### src/rtl/pipeline_hazard_ctrl_pkg.sv
// Shared types for the RV32I hazard sequencer: sequencer state and the
// packed per-stage stall/flush bundle used at the top-level connection.
package pipeline_hazard_ctrl_pkg;

    typedef enum logic [1:0] {
        RUN    = 2'd0,
        I_WAIT = 2'd1,
        D_WAIT = 2'd2
    } hz_state_t;

    // stall: [0]=pc [1]=if_id [2]=id_ex [3]=ex_mem [4]=mem_wb
    // flush: [0]=if_id [1]=id_ex
    typedef struct packed {
        logic [4:0] stall;
        logic [1:0] flush;
    } stage_ctrl_t;

    function automatic logic load_use_hit(
        input logic       ex_mem_read,
        input logic [4:0] ex_rd,
        input logic [4:0] rs1,
        input logic [4:0] rs2,
        input logic       uses_rs1,
        input logic       uses_rs2
    );
        return ex_mem_read && (ex_rd != 5'd0) &&
               ((uses_rs1 && (ex_rd == rs1)) || (uses_rs2 && (ex_rd == rs2)));
    endfunction

endpackage

### src/rtl/pipeline_hazard_ctrl_sat_counter.sv
// Saturating up-counter with synchronous clear and asynchronous active-low reset.
module sat_counter #(
    parameter int W = 8
) (
    input  logic         clk,
    input  logic         rst_n,
    input  logic         en,
    input  logic         clr,
    output logic [W-1:0] count
);

    function automatic logic [W-1:0] sat_inc(input logic [W-1:0] v);
        return (&v) ? v : v + W'(1);
    endfunction

    always_ff @(posedge clk or negedge rst_n) begin
        if (!rst_n) begin
            count <= '0;
        end else if (clr) begin
            count <= '0;
        end else if (en) begin
            count <= sat_inc(count);
        end
    end

endmodule

### src/rtl/pipeline_hazard_ctrl.sv
// Stall/flush sequencer for the 5-stage core: load-use, imem/dmem waits and
// taken-branch redirects, with squashed-fetch tracking, wait timeout and stall counter.
module pipeline_hazard_ctrl
    import pipeline_hazard_ctrl_pkg::*;
#(
    parameter int WAIT_TIMEOUT = 1024,
    parameter int STALL_CNT_W  = 32
) (
    input  logic                   clk,
    input  logic                   rst_n,
    input  logic [4:0]             id_rs1_s,
    input  logic [4:0]             id_rs2_s,
    input  logic                   id_uses_rs1,
    input  logic                   id_uses_rs2,
    input  logic [4:0]             id_ex_rd,
    input  logic                   id_ex_mem_read,
    input  logic                   imem_req,
    input  logic                   imem_resp,
    input  logic                   dmem_req,
    input  logic                   dmem_resp,
    input  logic                   ex_br_taken,
    output logic                   pc_stall,
    output logic                   if_id_stall,
    output logic                   id_ex_stall,
    output logic                   ex_mem_stall,
    output logic                   mem_wb_stall,
    output logic                   if_id_flush,
    output logic                   id_ex_flush,
    output logic                   imem_resp_discard,
    output logic                   mem_timeout,
    output logic [STALL_CNT_W-1:0] stall_cycles
);

    localparam int WC_W = (WAIT_TIMEOUT > 1) ? $clog2(WAIT_TIMEOUT) : 1;

    hz_state_t   state, state_next;
    stage_ctrl_t ctrl;
    logic        squash, squash_next;
    logic        i_pend, i_pend_next;
    logic        d_busy, i_busy, discard, lu, lu_hold;
    logic        timeout_hit;
    logic [WC_W-1:0] wait_cnt;

    always_comb begin
        ctrl        = '0;
        discard     = imem_resp & squash;
        d_busy      = (dmem_req | (state == D_WAIT)) & ~dmem_resp;
        i_busy      = (imem_req | i_pend) & (~imem_resp | discard);
        lu          = load_use_hit(id_ex_mem_read, id_ex_rd, id_rs1_s, id_rs2_s,
                                   id_uses_rs1, id_uses_rs2);
        lu_hold     = lu & ~ex_br_taken;

        if (d_busy) begin
            ctrl.stall = '1;
        end else begin
            ctrl.stall[0] = lu_hold | i_busy;
            ctrl.stall[1] = lu_hold;
            // A held ID instruction must not be replaced by the fetch bubble.
            ctrl.flush[0] = ex_br_taken | (i_busy & ~lu_hold);
            ctrl.flush[1] = ex_br_taken | lu;
        end
        if (!rst_n) ctrl = '0;

        // Fetch stays outstanding through a discarded response (refetch).
        i_pend_next = (i_pend | imem_req) & ~(imem_resp & ~discard);
        squash_next = (squash & ~imem_resp) | (ex_br_taken & ~d_busy & i_busy);

        state_next = RUN;
        if (d_busy)           state_next = D_WAIT;
        else if (i_pend_next) state_next = I_WAIT;
    end

    assign timeout_hit = (WAIT_TIMEOUT != 0) && (state != RUN) &&
                         (wait_cnt == WC_W'(WAIT_TIMEOUT - 1));

    always_ff @(posedge clk or negedge rst_n) begin
        if (!rst_n) begin
            state       <= RUN;
            squash      <= 1'b0;
            i_pend      <= 1'b0;
            mem_timeout <= 1'b0;
        end else begin
            state  <= state_next;
            squash <= squash_next;
            i_pend <= i_pend_next;
            if (timeout_hit) mem_timeout <= 1'b1;
        end
    end

    sat_counter #(.W(WC_W)) u_wait_cnt (
        .clk   (clk),
        .rst_n (rst_n),
        .en    (state != RUN),
        .clr   (state_next == RUN),
        .count (wait_cnt)
    );

    sat_counter #(.W(STALL_CNT_W)) u_stall_cnt (
        .clk   (clk),
        .rst_n (rst_n),
        .en    (ctrl.stall[0]),
        .clr   (1'b0),
        .count (stall_cycles)
    );

    assign pc_stall          = ctrl.stall[0];
    assign if_id_stall       = ctrl.stall[1];
    assign id_ex_stall       = ctrl.stall[2];
    assign ex_mem_stall      = ctrl.stall[3];
    assign mem_wb_stall      = ctrl.stall[4];
    assign if_id_flush       = ctrl.flush[0];
    assign id_ex_flush       = ctrl.flush[1];
    assign imem_resp_discard = discard & rst_n;

endmodule

### config.mk
export PLATFORM = sky130hd
export DESIGN_NAME = pipeline_hazard_ctrl
export DESIGN_NICKNAME = d
export VERILOG_FILES = /design/src/rtl/pipeline_hazard_ctrl_pkg.sv /design/src/rtl/pipeline_hazard_ctrl_sat_counter.sv /design/src/rtl/pipeline_hazard_ctrl.sv
export SDC_FILE = /design/constraint.sdc
export NUM_CORES = 1
export LEC_CHECK = 0
export CORE_ASPECT_RATIO = 1.25
export CORE_MARGIN = 2
export CORE_UTILIZATION = 44
export CTS_BUF_LIST = sky130_fd_sc_hd__clkbuf_8 sky130_fd_sc_hd__clkbuf_16
export DETAILED_ROUTE_END_ITERATION = 8
export HOLD_SLACK_MARGIN = 0.02
export PLACE_DENSITY = 0.8
export SLEW_MARGIN = 20
export SYNTH_ARGS = -nofsm -noshare
export SYNTH_HDL_FRONTEND = slang
export SYNTH_SLANG_ARGS = --single-unit
### constraint.sdc
create_clock -name clk -period 2.45 [get_ports clk]
set_clock_uncertainty 0.2 [all_clocks]
set_input_delay 0.3675 -clock clk [delete_from_list [all_inputs] [get_ports clk]]
set_output_delay 0.3675 -clock clk [all_outputs]
set_load 0.01 [all_outputs]
==> results.sh, run 1 <==
export IMPL_drt_wl_total_mm=5.64
export IMPL_die_x_um=72.1
export IMPL_via_count=2155
export IMPL_core_area_mm2=0.00570
export IMPL_arrival_ns=1.84
export IMPL_syn_instance_count=253
export IMPL_ys_warnings_count=0
export IMPL_clk_latency_ns=0.29
export IMPL_status="completed"
export IMPL_gp_congestion=0.800
export IMPL_finalCritPeriodShare=0.981
export IMPL_clk_pin_slew_ns=0.08
export IMPL_worstReg2RegEnd="u_stall_cnt.count[1]$_DFFE_PN0P_"
export IMPL_drtPass1Iterations=4
export IMPL_cts_inserted_buffers=5
export IMPL_grt_pass1_vias=2184
export IMPL_r2r_cells=8
export IMPL_die_y_um=89.1
export IMPL_synth_edf_count=0
export IMPL_critPathRequiredTime_ns=1.88
export IMPL_ctsHoldBuffers=0
export IMPL_ys_ff_latch=47
export IMPL_antenna_found_initial=0
export IMPL_postLayoutCellArea_mm2=0.00359
export IMPL_hold_class="in -> async"
export IMPL_grt_max_degree=48
export IMPL_crit_chain="clkdlybuf4s15_1, or4_1, o21a_1, nand2_1, o21ai_0, and2_1, buf_2"
export IMPL_slowest_delay_ns=0.55
export IMPL_nets=374
export IMPL_antenna_left=0
export IMPL_path_class="in -> out"
export IMPL_leakagePower_nw=1.71
export IMPL_via_per_inst=5.22
export IMPL_whs_ns=0.00157
export IMPL_clock_sinks=47
export IMPL_htreeDepth=2
export IMPL_synth_async_reset_ratio=1.00
export IMPL_synthFlopType="dfrtp_1"
export IMPL_powerDensity_mw_per_mm2=580
export IMPL_grt_first_pass_wirelength_mm=9.65
export IMPL_setup_viol=0
export IMPL_num_io_pins=66
export IMPL_timing_fmax_mhz=416
export IMPL_io_buffers=65
export IMPL_rrSetupSlack_ns=0.12
export IMPL_ys_types=43
export IMPL_drc_errors=0
export IMPL_worstReg2RegStart="u_stall_cnt.count[0]$_DFFE_PN0P_"
export IMPL_dr_first_iter_drc_count=103
export IMPL_cp_max_fo=3
export IMPL_cp_slowest_cell="or4_1"
export IMPL_hpwl_mm=4.13
export IMPL_postCtsSetupRepairBufs=0
export IMPL_areaGrowthSynthToFinish_pct=41.0
export IMPL_diodes=0
export IMPL_syn_area_mm2=0.00255
export IMPL_ir_drop_mv=0.299
export IMPL_final_layout_size_suffix_gt1_frac=0.173
export IMPL_cp_end_kind="output pin"
export IMPL_wl_per_cell_um=13.7
export IMPL_clock_path_buffers=2
export IMPL_cts_tree="yes"
export IMPL_syn_nets=280
export IMPL_syn_avg_cell_area_um2=10.1
export IMPL_grt_usage=0.186
export IMPL_placed_cell_area_mm2=0.00346
export IMPL_drv_cap=0
export IMPL_slew_limit_headroom=0.595
export IMPL_gr_total_overflow=0
export IMPL_slew_violations=0
export IMPL_finalCriticalPeriod_ns=2.40
export IMPL_tightestPinTransition_ns=0.607
export IMPL_cts_root_buf="clkbuf_8"
export IMPL_hold_viol_final=0
export IMPL_initial_core_util=0.447
export IMPL_worstSetupStartpointType="input pin"
export IMPL_std_cell_rows=31
export IMPL_die_area_mm2=0.00642
export IMPL_synth_seq_area_share=0.461
how the worst max path moves through the flow:
stage,slack [ns],start,end
6_report,0.05,id_ex_rd[4],if_id_stall
5_1_grt,-0.04,u_stall_cnt.count[0]$_DFFE_PN0P_,u_stall_cnt.count[1]$_DFFE_PN0P_
4_1_cts,0.01,id_ex_rd[4],if_id_stall
2_1_floorplan,0.03,u_stall_cnt.count[0]$_DFFE_PN0P_,u_stall_cnt.count[1]$_DFFE_PN0P_
3_5_place_dp,-0.52,id_ex_rd[2],id_ex_flush
3_3_place_gp,-0.49,id_ex_rd[2],pc_stall
where the power goes:
group | leakage, nW | internal (W) | switching [W]
registers | 0.610 | 0.000877 | 0.0000809
logic | 1.05 | 0.000372 | 0.000293
clock network | 0.0470 | 0.000222 | 0.000242
stage by stage:
| stage | instances | setup WS, ns | TNS, ns | power, W | util |
|---|---|---|---|---|---|
| final | 413 | 0.0469 | 0 | 0.00209 | 0.630 |
| after floorplan | 253 | 0.0335 | 0 | 0.00125 | - |
| after global placement | 406 | -0.493 | -12.76 | 0.00162 | 0.606 |
| after detailed placement | 406 | -0.516 | -13.91 | 0.00164 | 0.606 |
| after CTS | 413 | 0.0120 | 0 | 0.00211 | 0.620 |
| after global routing | 413 | -0.0368 | -0.0718 | 0.00222 | 0.630 |
repair_timing:
| item | 4_1_cts | 5_1_grt |
|---|---|---|
| setup endpoints to repair | 36 | 19 |
| gates resized for setup | 23 | 17 |
| pin swaps | 5 | 10 |
critical path, delay by kind of cell:
kind            cells  cell delay (ns)
buf+inv             2             0.36
compound gates      2             0.31
simple gates        3             0.80
cell families (layout without fill, tap and decap cells):
logic type / count (synthesis) / after routing / synth area share
adder cells (fa/ha/maj): 2 / 2 / 0.00982
flip-flops: 47 / 47 / 0.461
AO/OA/AOI/OAI: 13 / 13 / 0.0358
multiplexers: 3 / 3 / 0.0142
XOR/XNOR: 48 / 48 / 0.165
AND/OR/NAND/NOR: 122 / 122 / 0.275
buffers and inverters: 18 / 112 / 0.0388
cell usage in the layout, fill, tap and decap left out, types with 2 or more instances in the layout:
cell type / instances
a21oi_1: 2
and2_1: 7
and3_1: 3
and4_1: 6
buf_2: 5
buf_4: 30
clkbuf_8: 6
clkdlybuf4s15_1: 2
clkdlybuf4s50_1: 47
dfrtp_1: 47
dlygate4sd2_1: 3
dlymetal6s2s_1: 8
inv_1: 9
nand2_1: 24
nand3_1: 10
nand4_1: 8
nor2_1: 17
nor2b_1: 3
nor3_1: 16
nor3b_1: 3
nor4_1: 8
nor4_4: 2
nor4b_2: 2
o21ai_0: 2
xnor2_1: 17
xor2_1: 30
final cells by class:
cell class | instances | area (um2)
clock buffer | 6 | 82.6
clock inverter | 1 | 5.00
fill | 463 | 2110
inverter | 9 | 33.8
multi-input combinational | 188 | 1330
sequential | 47 | 1180
tap | 66 | 82.6
timing repair buffer | 96 | 887
synth_stat cells (2+ instances only):
| library cell | instances | area share |
|---|---|---|
| buf_2 | 4 | 0.0079 |
| xor2_1 | 30 | 0.10 |
| or3_1 | 2 | 0.0049 |
| nand4_1 | 8 | 0.020 |
| ha_1 | 2 | 0.0098 |
| nand3_1 | 10 | 0.020 |
| and3_1 | 4 | 0.0098 |
| nand2_1 | 24 | 0.035 |
| buf_6 | 2 | 0.0088 |
| nor2b_1 | 3 | 0.0074 |
| a21oi_1 | 2 | 0.0039 |
| o21ai_0 | 2 | 0.0039 |
| nor3b_1 | 4 | 0.012 |
| and4_1 | 6 | 0.021 |
| o22ai_1 | 2 | 0.0049 |
| nor4_1 | 8 | 0.020 |
| buf_4 | 3 | 0.0088 |
| nor2_1 | 17 | 0.025 |
| dfrtp_1 | 47 | 0.46 |
| nor4b_1 | 3 | 0.010 |
| xnor2_1 | 18 | 0.062 |
| inv_1 | 9 | 0.013 |
| nor3_1 | 16 | 0.031 |
| nor4_4 | 2 | 0.017 |
| and2_1 | 7 | 0.017 |
state kept, by name, summed over array words and instances, names as in the netlist:
register           cells
u_stall_cnt.count     32
u_wait_cnt.count      10
state                  2
i_pend                 1
mem_timeout            1
squash                 1
routing by layer:
metal / track usage / routed length, um / vias to the layer above
met2: 0.331 / 3020 / 57
li1: - / - / 1063
met5: 0 / 0 / -
met4: 0.0583 / 87 / 0
met3: 0.0271 / 201 / 11
met1: 0.233 / 2340 / 1024
(Power assumes the default switching activity.)
==> run 2, diff against run 1 <==
Settings changed: GPL_TIMING_DRIVEN set to 0.
==> run 2 against run 1 <==
Compared with the run above: the flow now finishes with violations (setup timing); critical endpoint is now u_stall_cnt.count[16]$_DFFE_PN0P_; hold slack improved by 0.27 ns; maximum frequency is 4.6% lower; setup slack got worse by 0.12 ns.
==> results.sh, run 2 (synthesized netlist as in run 1, its figures left out) <==
export IMPL_arrival_ns=2.49
export IMPL_grt_usage=0.232
export IMPL_post_place_ws_ns=-0.848
export IMPL_final_common_cell="clkdlybuf4s50_1"
export IMPL_clock_sinks=47
export IMPL_htreeDepth=2
export IMPL_powerDensity_mw_per_mm2=570
export IMPL_cts_tree="yes"
export IMPL_largest_reg_flops=32
export IMPL_path_buf_inv=3
export IMPL_path_class="reg -> reg"
export IMPL_cp_slowest_cell="or3_4"
export IMPL_die_area_mm2=0.00642
export IMPL_crit_top_cell="buf_12"
export IMPL_layout_cells_most_common_list="46 x clkdlybuf4s50_1, 45 x dfrtp_1, 30 x xor2_1"
export IMPL_worstHoldStart="mem_timeout$_DFFE_PN0P_"
export IMPL_hold_class="reg -> reg"
export IMPL_top_register="u_stall_cnt.count"
export IMPL_gp_congestion=0.802
export IMPL_worstReg2RegEnd="u_stall_cnt.count[16]$_DFFE_PN0P_"
export IMPL_drv_cap=0
export IMPL_cp_max_fo=7
export IMPL_finalCriticalPeriod_ns=2.52
export IMPL_antenna_left=0
export IMPL_drt_wl_total_mm=7.58
export IMPL_hold_viol_final=0
export IMPL_finalCritPeriodShare=1.03
export IMPL_status="finished, violations left"
export IMPL_grt_max_degree=26
export IMPL_antenna_found_initial=0
export IMPL_leakagePower_nw=1.80
export IMPL_setup_viol=11
export IMPL_fin_util=0.703
export IMPL_top_regs="u_stall_cnt.count (32), u_wait_cnt.count (10), state (2)"
export IMPL_final_layout_size_suffix_gt1_frac=0.273
export IMPL_initial_core_util=0.447
export IMPL_wl_per_cell_um=17.8
export IMPL_via_per_inst=5.69
export IMPL_hpwl_mm=4.17
export IMPL_grt_pass1_vias=2371
export IMPL_crit_family="simple AND/OR/NAND/NOR gates"
export IMPL_drc_errors=0
export IMPL_clk_pin_slew_ns=0.09
export IMPL_cp_depth=10
export IMPL_crit_chain="ha_2, nand4_1, or3_4, nor4_4, and3_1, buf_6, buf_12, buf_12, nor4_2, xor2_1"
export IMPL_num_io_pins=66
export IMPL_violations="setup timing"
export IMPL_slew_limit_headroom=0.526
export IMPL_slew_violations=0
export IMPL_clock_path_buffers=2
export IMPL_rrSetupSlack_ns=-0.07
export IMPL_drtPass1Iterations=4
export IMPL_cp_end_kind="flip-flop"
export IMPL_cts_inserted_buffers=5
export IMPL_cts_root_buf="clkbuf_8"
export IMPL_via_count=2417
export IMPL_rsz0062_at_grt="true"
export IMPL_std_cell_rows=31
export IMPL_worstReg2RegStart="u_stall_cnt.count[1]$_DFFE_PN0P_"
export IMPL_ir_drop_mv=0.355
export IMPL_nets=386
export IMPL_clk_latency_ns=0.30
export IMPL_worstSetupStartpointType="flip-flop"
export IMPL_cp_startpoint="u_stall_cnt.count[1]$_DFFE_PN0P_"
export IMPL_slowest_delay_ns=0.48
export IMPL_tightestPinTransition_ns=0.709
export IMPL_core_area_mm2=0.00570
export IMPL_diodes=0
export IMPL_areaGrowthSynthToFinish_pct=57.2
export IMPL_gr_total_overflow=0
export IMPL_fin_ws_ns=-0.0698
export IMPL_grt_first_pass_wirelength_mm=11.6
export IMPL_die_x_um=72.1
export IMPL_dr_first_iter_drc_count=195
export IMPL_die_y_um=89.1
export IMPL_timing_fmax_mhz=397
export IMPL_io_buffers=65
export IMPL_cp_endpoint="u_stall_cnt.count[16]$_DFFE_PN0P_"
export IMPL_r2r_cells=10
export IMPL_critPathRequiredTime_ns=2.42
==> run 2: cell types whose count changed in the layout (fill, tap and decap cells not counted), sizes merged <==
cell           change
clkinv             -1
dlymetal6s2s       +1
bufinv             +1
clkdlybuf4s15      -2
buf               +11
clkdlybuf4s50      -1
dlygate4sd3        +2
inv                +1
==> run 2: worst min-delay path by stage <==
stage,endpoint,slack [ns],cells past startpoint
floorplan,i_pend$_DFF_PN0_,-0.13,0
global placement,mem_timeout$_DFFE_PN0P_,0.25,1
detailed placement,state[0]$_DFF_PN0_,0.19,1
CTS,mem_timeout$_DFFE_PN0P_,0.28,1
global route,mem_timeout$_DFFE_PN0P_,0.30,1
finish,mem_timeout$_DFFE_PN0P_,0.27,1
==> run 2: per-layer routing <==
layer	wire, um	GRT usage	part of all wire	vias up
li1	-	-	-	1089
met1	2830	0.277	0.37	1178
met2	4030	0.424	0.53	119
met3	377	0.0316	0.050	31
met4	338	0.0858	0.045	0
met5	0	0	0	-
==> run 2: worst reg2reg max path: stages (launching register included) <==
cell,delay (ns)
dfrtp_1,0.38
ha_2,0.20
nand4_1,0.17
or3_4,0.48
nor4_4,0.18
and3_1,0.20
buf_6,0.16
buf_12,0.12
buf_12,0.12
nor4_2,0.05
xor2_1,0.15
==> run 2: layout make-up <==
| cell class | count | area [um2] |
|---|---|---|
| Sequential cell | 47 | 1180 |
| Tap cell | 66 | 82.6 |
| Clock inverter | 2 | 33.8 |
| Fill cell | 390 | 1690 |
| Inverter | 9 | 33.8 |
| Timing Repair Buffer | 101 | 970 |
| Clock buffer | 5 | 68.8 |
| Multi-Input combinational cell | 188 | 1560 |
| Buffer | 7 | 76.3 |
==> run 2: repair_timing <==
item / in CTS / in global routing
hold buffers: 2 / 1
pin swaps: 18 / 23
setup buffers: 26 / 8
gates resized for setup: 76 / 31
gates cloned: 2 / 0
setup endpoints to repair: 37 / 36
hold endpoints to repair: 22 / 22
==> run 2: power by group <==
group / internal (W) / switching [W]
Combinational: 0.000399 / 0.000341
Sequential: 0.000880 / 0.000120
Clock: 0.000295 / 0.000249
Total: 0.00157 / 0.000710
==> run 2: stage by stage <==
step                hold slack (ns)  std cells  instance area [um2]  total power (W)  setup TNS, ns
floorplan                    -0.128        253                 2550          0.00125              0
global placement              0.251        384                 3280          0.00152         -93.04
detailed placement            0.185        385                 3300          0.00156         -12.28
CTS                           0.282        422                 3940          0.00221          -2.18
global route                  0.298        425                 4010          0.00238          -2.56
finish                        0.274        425                 4010          0.00228         -0.471
